$ cat config.mk
export PLATFORM = sky130hd
export DESIGN_NAME = nt_level_integrator
export DESIGN_NICKNAME = d
export VERILOG_FILES = /design/src/rtl/nt_level_integrator.sv
export SDC_FILE = /design/constraint.sdc
export NUM_CORES = 1
export LEC_CHECK = 0
export CAP_MARGIN = 15
export CORE_AREA = 2 2 52 64
export CTS_BUF_LIST = sky130_fd_sc_hd__clkbuf_16
export DETAILED_ROUTE_END_ITERATION = 10
export DIE_AREA = 0 0 54 66
export GPL_TIMING_DRIVEN = 0
export PLACE_DENSITY_LB_ADDON = 0.1
export SLEW_MARGIN = 10
export SYNTH_ARGS = -nofsm -noshare
export SYNTH_HDL_FRONTEND = slang
export SYNTH_SLANG_ARGS = --single-unit
$ cat constraint.sdc
create_clock -name clk -period 3.6 [get_ports clk]
set_clock_uncertainty 0.1 [all_clocks]
set_input_delay 0.72 -clock clk [delete_from_list [all_inputs] [get_ports clk]]
set_output_delay 0.72 -clock clk [all_outputs]
set_load 0.005 [all_outputs]
$ cat src/rtl/nt_level_integrator.sv
// Per-neurotransmitter level integrator. Tick-prescaled inc/dec commands move a
// saturating level register; prolonged idleness drifts it back toward BASELINE.
module nt_level_integrator #(
  parameter int WIDTH        = 8,
  parameter int BASELINE     = 128,
  parameter int SLOW_PERIOD  = 8,
  parameter int FAST_PERIOD  = 2,
  parameter int DRIFT_PERIOD = 16
) (
  input  logic             clk,
  input  logic             rst,
  input  logic             ena,
  input  logic             inc,
  input  logic             dec,
  input  logic             fast,
  output logic [WIDTH-1:0] level,
  output logic [1:0]       level_q,
  output logic             at_max,
  output logic             at_min,
  output logic             update
);

  localparam int CW = (SLOW_PERIOD > 1) ? $clog2(SLOW_PERIOD) : 1;
  localparam int IW = (DRIFT_PERIOD > 1) ? $clog2(DRIFT_PERIOD) : 1;
  localparam logic [CW-1:0]    SLOW_M1  = CW'(SLOW_PERIOD - 1);
  localparam logic [CW-1:0]    FAST_M1  = CW'(FAST_PERIOD - 1);
  localparam logic [IW-1:0]    DRIFT_M1 = IW'(DRIFT_PERIOD - 1);
  localparam logic [WIDTH-1:0] BASE     = WIDTH'(BASELINE);
  localparam logic [WIDTH:0]   MAX_EXT  = {1'b0, {WIDTH{1'b1}}};

  logic [CW-1:0]    r_cnt;
  logic [IW-1:0]    r_idle;
  logic [WIDTH-1:0] r_level;
  logic             r_update;

  logic [CW-1:0]    w_period_m1;
  logic [CW-1:0]    w_cnt_nxt;
  logic             w_evt;
  logic [IW-1:0]    w_idle_nxt;
  logic [WIDTH-1:0] w_level_nxt;
  logic [WIDTH:0]   w_up_ext;
  logic [WIDTH:0]   w_dn_ext;

  assign w_period_m1 = fast ? FAST_M1 : SLOW_M1;
  assign w_up_ext    = {1'b0, r_level} + (WIDTH+1)'(1);
  assign w_dn_ext    = {1'b0, r_level} - (WIDTH+1)'(1);

  // >= rather than == so a shrinking period never lets the counter run past it.
  always_comb begin
    w_cnt_nxt = r_cnt;
    w_evt     = 1'b0;
    if (ena) begin
      if (r_cnt >= w_period_m1) begin
        w_cnt_nxt = '0;
        w_evt     = 1'b1;
      end else begin
        w_cnt_nxt = r_cnt + CW'(1);
      end
    end else begin
      w_cnt_nxt = r_cnt;
    end
  end

  always_comb begin
    w_level_nxt = r_level;
    w_idle_nxt  = r_idle;
    if (w_evt) begin
      case ({inc, dec})
        2'b10: begin
          w_idle_nxt = '0;
          if (w_up_ext > MAX_EXT) begin
            w_level_nxt = r_level;
          end else begin
            w_level_nxt = w_up_ext[WIDTH-1:0];
          end
        end
        2'b01: begin
          w_idle_nxt = '0;
          // Borrow out of the extended subtract means the level was already 0.
          if (w_dn_ext[WIDTH]) begin
            w_level_nxt = r_level;
          end else begin
            w_level_nxt = w_dn_ext[WIDTH-1:0];
          end
        end
        default: begin
          if (r_idle == DRIFT_M1) begin
            w_idle_nxt = '0;
            if (r_level < BASE) begin
              w_level_nxt = w_up_ext[WIDTH-1:0];
            end else if (r_level > BASE) begin
              w_level_nxt = w_dn_ext[WIDTH-1:0];
            end else begin
              w_level_nxt = r_level;
            end
          end else begin
            w_idle_nxt = r_idle + IW'(1);
          end
        end
      endcase
    end else begin
      w_level_nxt = r_level;
      w_idle_nxt  = r_idle;
    end
  end

  always_ff @(posedge clk or posedge rst) begin
    if (rst) begin
      r_cnt    <= '0;
      r_idle   <= '0;
      r_level  <= BASE;
      r_update <= 1'b0;
    end else begin
      r_cnt    <= w_cnt_nxt;
      r_idle   <= w_idle_nxt;
      r_level  <= w_level_nxt;
      r_update <= w_evt;
    end
  end

  assign level   = r_level;
  assign level_q = r_level[WIDTH-1:WIDTH-2];
  assign at_max  = (r_level == {WIDTH{1'b1}});
  assign at_min  = (r_level == {WIDTH{1'b0}});
  assign update  = r_update;

endmodule

Word-level counts from Yosys, hierarchy flattened --
Index checks and enable logic that the tools add are counted.
Storage, ports and cells: memories kept 0, bits in latches 0, bits of input ports 6, output and inout bits 13, bits in registers 16, bits in writable memories 0, memory bits (read-only) 0
Cells by class: bitwise gates (word level) 0, $lt $le $gt $ge 4, shift operators 0, eq/ne operators 6, $mul 0, reduce and logical (&&, ||, !) cells 5, multiplexer cells 12, divide/modulo/power cells 0, add/subtract/negate cells 4
Operator list (count):
- 2-to-1 mux 8 bit | 5
- case mux 8 bit (2 select lines) | 1
- adder 8 x 1 -> 9 bit (second input constant) | 1
- > comparator 9 x 8 -> 1 bit (second input constant) | 1
- subtractor 8 x 1 -> 9 bit (second input constant) | 1
- equality test 8 bit (second input constant) | 1
- > comparator 8 bit (second input constant) | 1
- logical NOT 8 bit | 1
- less-than comparator 8 bit (second input constant) | 1
- 2-to-1 mux 4 bit | 2
- 2-to-1 mux 3 bit | 2
- AND reduction 5 bit | 1
- adder 4 x 1 -> 4 bit (second input constant) | 1
- equality test 4 bit (second input constant) | 1
- != test 2 bit (second input constant) | 2
- nonzero test 4 bit | 1
- adder 3 x 1 -> 3 bit (second input constant) | 1
- >= comparator 3 bit | 1
- nonzero test 3 bit | 1
- equality test 2 x 1 -> 1 bit (second input constant) | 1
- equality test 2 bit (second input constant) | 1
- 2-to-1 mux 1 bit | 2
- OR reduction 2 bit | 1

Depth between registers and ports, before layout --
word-level depth 5, gate-level depth with buffers 9, depth with buffers taken out 7

Worst setup path after synthesis --
No wires, ideal clock.
path kind input to register, start input port inc, end register r_level[3], in the netlist level[3], required time 3.378 ns, arrival time 2.199 ns, buffers on the path 2, stages 8, slack 1.180 ns, library setup time 0.122 ns, cell sequence inv_1 -> ha_1 -> clkbuf_1 -> nand3_1 -> a2111oi_4 -> a211oi_4 -> buf_4 -> a32o_1
Between the ends: longest elaborated chain between the ends 3, elaborated cells on any way between the ends 8
RTL lines:
- start, declared | RTL line 13 | input logic inc,
- equality test 2 x 1 -> 1 bit or equality test 2 bit (tied branches) | RTL line 68 | case ({inc, dec})
- nonzero test 4 bit (no line), or another cell as far along
- AND reduction 5 bit (no line)
- end signal, assigned | RTL line 116 | r_level <= w_level_nxt;
- end, declared | RTL line 33 | logic [WIDTH-1:0] r_level;
Several ways; a longest one is shown, not always the timed one. A chain may end at the register's enable or synchronous reset.

Worst setup path after layout --
start register r_level[2], in the netlist level[2], end output port at_min
Between the ends: longest elaborated chain between the ends 1
RTL lines:
- logical NOT 8 bit | RTL line 124 | assign at_min = (r_level == {WIDTH{1'b0}});
- end, declared | RTL line 19 | output logic at_min,
Every way passes these cells.

==> results.md <==
Run status:
- The run finished with clean final reports.

Logic synthesis:
- The synthesized area divided by synthesized cell count is 8.784 µm².
- The number of instances in the synthesized netlist is 147.
- The netlist area before placement is 1291 µm².
- The post-synthesis sequential element count is 16.
- For this run, the register share of the synthesized area comes to 0.3110.
- Yosys printed 0 warnings.
- The proportion of register bits with asynchronous set or reset after synthesis is 1.000.
- The commonest register cell after synthesis is sky130_fd_sc_hd__dfrtp_1.
- The net count of the mapped netlist is 163.
- The netlist uses 47 different library cells.
- The number of enable flip-flop cells after synthesis is 0.

Floorplanning:
- The starting density of the core is 0.4343.
- The die width is 54 µm.
- The die covers 3564 µm².
- During I/O placement, the number of pins put on the boundary was 19.
- The die is 66 µm tall.
- The floorplan core area is 2973 µm².
- The floorplan has 22 rows.

Power and ir drop:
- Power spread over the standard cell area amounts to 802.3 nW/µm².
- The worst-case IR drop observed on VDD is 0.3995 mV.
- The analysis attributes to cell leakage a power of 0.6674 nW.

Detailed routing:
- The wire length reported by the detailed router is 3131 µm.
- The mean routed wirelength per cell is 15.27 µm.
- The first TritonRoute pass finished after 4 iterations.
- The routed via count divided by cell count is 5.976.
- The final route contains 1225 vias.
- The DRC violation count after routing is 0.
- For this block, the initial DRC count from the detailed router was 53.
- Once detail routing completed, the nets flagged for antenna violations numbered 0.

Global routing:
- In the global route stage, overall resource usage came out at 0.2033.
- The via count of the first global-routing pass came to 1187.
- The initial antenna violation count came to 0.
- The first-pass GRT wire length is 5444 µm.
- The pin count of the biggest net entering global routing is 17.
- The total global routing overflow is 0.

Critical path:
- The depth of the worst register-to-register path is 9.
- The setup slack of the worst register-to-register path is 1.02 ns.
- The cell with the largest stage delay on the worst path is sky130_fd_sc_hd__clkdlybuf4s50_1.
- On the worst path, the slowest cell contributes a delay of 0.56 ns.
- The startpoint identified for the worst register-to-register timing path is level[0]$_DFFE_PP0P_.
- Traced cell by cell, the critical path runs through buf_6 > or2_4 > or3_4 > nor3b_1 > clkdlybuf4s50_1.
- The required time of the worst setup path is 2.78 ns.
- The worst endpoint data arrival time is 2.29 ns.
- The top fanout value on the critical path is 10.
- The startpoint type of the worst setup path is a flip-flop.
- STA classifies the critical path endpoint as an output port.
- The category of the most critical setup path is flip-flop to output port.
- In this run the critical register-to-register path is captured at level[7]$_DFFE_PP1P_.

Placement:
- The post-place setup slack is 0.4536 ns.
- The half-perimeter wire length after placement is 2280 µm.
- The global placement routability congestion is 0.8530.
- In this run the tool buffered the top-level ports with 18 buffer cells.

Clock network:
- The longest clock path from root to sink contains 2 buffers.
- CTS built an H-tree with a depth of 1.
- After clock tree synthesis, the clock-pin slew on the worst setup and hold paths is 0.05 ns.
- Clock tree synthesis inserted a total of 3 buffers.
- The number of buffers inserted by hold repair at cts is 0.
- The CTS tree is built.
- The number of buffers inserted to repair setup after CTS is 0.
- At the later pin of the worst-skew pair, clock insertion delay measures 0.25 ns.
- The number of gates resized after CTS was 0.
- The number of sinks driven by the clock tree is 16.
- The tree is rooted in a sky130_fd_sc_hd__clkbuf_16.

Cells and area:
- The number of nets in the final layout is 186.
- The final-layout fill cell count is 287.
- From synthesis to final layout, the design area changed by 23.55%.
- The multi-input combinational cell area is 787.0 µm².
- In the final layout, flip-flops and latches occupy 401.6 µm².
- 0 antenna diodes ended up in the layout.
- The layout cell share with drive strength beyond 1 is 0.1302.

Timing:
- The maximum achievable frequency is 321.5 MHz.
- The total negative slack is 0 ns.
- At the pin with the least slew margin, the transition time is 0.6627 ns.
- Setup repair after global routing left no endpoint under its margin.
- The number of failing setup endpoints in the final timing report is 0.
- The worst path in the final design needs a cycle of 3.110 ns, including I/O delays and setup.
- The final hold violation count came to 0.
- The worst setup margin is 0.4895 ns.
- The tightest slew margin relative to the limit is 0.5577.
- The final count of pins violating max slew came to 0.
- The final critical-path share of the clock period is 0.8640.

Worst hold path:
- The worst hold path begins at r_cnt[2]$_DFFE_PP0P_.
- For hold timing, the worst endpoint is r_cnt[2]$_DFFE_PP0P_.
- The min-delay analysis places its worst path in the category flip-flop to flip-flop.
- The depth of the worst hold-timing path is 1.

Flow run:
- The max-cap check violation count is 0.
==> cells by family after synthesis <==
logic type / after synthesis / share of synthesized area
adders and majority gates: 11 / 0.1056
muxes: 3 / 0.02422
buffers and inverters: 20 / 0.07946
AOI/OAI and AO/OA: 46 / 0.2684
DFF: 16 / 0.3111
and+or+nand+nor: 51 / 0.2112
==> Yosys cell counts, drive strengths merged (3+ instances only) <==
cell     n  share of area
o311ai   3          0.020
nor2     8          0.023
nand2   12          0.035
nand4    3          0.015
a31oi    4          0.019
or2      4          0.021
a21oi    7          0.027
o21ai   11          0.043
clkbuf   3         0.0087
nand3   12          0.047
nor2b    3          0.015
buf      7          0.042
dfrtp   15           0.29
inv     10          0.029
ha      10          0.097
==> power by group <==
part / total [mW] / leakage, nW / internal [mW] / switching, mW
logic: 0.712 / 0.427 / 0.354 / 0.358
registers: 0.347 / 0.202 / 0.258 / 0.0887
clock network: 0.221 / 0.0385 / 0.148 / 0.0735
total: 1.28 / 0.667 / 0.760 / 0.520
==> worst max path at each step <==
stage / to / slack, ns / startpoint / depth (start not counted)
after detailed placement: level[3]$_DFFE_PP0P_ / 0.45 / inc / 9
after floorplan: level[3]$_DFFE_PP0P_ / 1.18 / inc / 8
after global placement: level[3]$_DFFE_PP0P_ / 0.50 / inc / 9
after CTS: at_min / 0.51 / level[3]$_DFFE_PP0P_ / 5
after global routing: at_min / 0.41 / level[4]$_DFFE_PP0P_ / 4
final: at_min / 0.49 / level[2]$_DFFE_PP0P_ / 5
==> through the flow <==
step | total power, mW | hold slack [ns] | cells | util | instance area (µm²)
floorplan | 0.8136 | 0.3545 | 147 | - | 1291
global placement | 1.037 | 0.3813 | 201 | 0.5101 | 1516
detailed placement | 1.053 | 0.3954 | 201 | 0.5101 | 1516
CTS | 1.284 | 0.4017 | 205 | 0.5366 | 1595
global route | 1.383 | 0.4184 | 205 | 0.5366 | 1595
finish | 1.280 | 0.3935 | 205 | 0.5366 | 1595
==> critical path: cells and delay by family, from the launching register on <==
| family | cells | cell delay [ns] |
|---|---|---|
| buf+inv | 2 | 0.71 |
| flops | 1 | 0.39 |
| simple gates | 3 | 0.94 |
==> layer usage <==
metal,GRT usage,part of all wire,vias to the layer above
met2,0.3521,0.53,38
met4,0.07188,0.011,0
li1,-,-,593
met1,0.2518,0.42,590
met5,0,0,-
met3,0.02489,0.041,4
==> state kept, by name, indices dropped and copies added, names as in the netlist <==
signal	count
level	8
r_cnt	3
r_idle	4
update	1
==> final cells by class <==
cell class	instances	area share
clock buffers	3	0.04706
clock inverters	1	0.002353
inverters	10	0.02353
flip-flops and latches	16	0.2518
multi-input cells	111	0.4933
repair buffers	18	0.1129
well taps	36	0.02824
plain buffers	10	0.04078
==> placed cells by master (no fill, tap or decap), types with 2 or more instances in the layout <==
cell / Yosys / routed
sky130_fd_sc_hd__o22ai_1: 2 / 2
sky130_fd_sc_hd__a21o_1: 2 / 2
sky130_fd_sc_hd__nand3_1: 12 / 12
sky130_fd_sc_hd__o21ai_0: 8 / 8
sky130_fd_sc_hd__ha_1: 10 / 10
sky130_fd_sc_hd__or2_2: 3 / 3
sky130_fd_sc_hd__clkbuf_16: 0 / 3
sky130_fd_sc_hd__o21ai_1: 3 / 3
sky130_fd_sc_hd__o311ai_0: 2 / 2
sky130_fd_sc_hd__nand2_1: 12 / 12
sky130_fd_sc_hd__inv_1: 10 / 10
sky130_fd_sc_hd__nand4_1: 3 / 3
sky130_fd_sc_hd__a22o_1: 2 / 2
sky130_fd_sc_hd__dfrtp_1: 15 / 15
sky130_fd_sc_hd__a22oi_1: 2 / 2
sky130_fd_sc_hd__a21oi_1: 7 / 7
sky130_fd_sc_hd__clkdlybuf4s50_1: 0 / 18
sky130_fd_sc_hd__mux2i_1: 2 / 2
sky130_fd_sc_hd__nor3b_1: 2 / 2
sky130_fd_sc_hd__nor2_1: 8 / 8
sky130_fd_sc_hd__clkbuf_1: 3 / 3
sky130_fd_sc_hd__or3_4: 2 / 2
sky130_fd_sc_hd__nor2b_1: 3 / 3
sky130_fd_sc_hd__a31oi_1: 4 / 4
sky130_fd_sc_hd__o32a_1: 2 / 2
sky130_fd_sc_hd__buf_4: 5 / 5
Power figures use the tool's default switching activity.
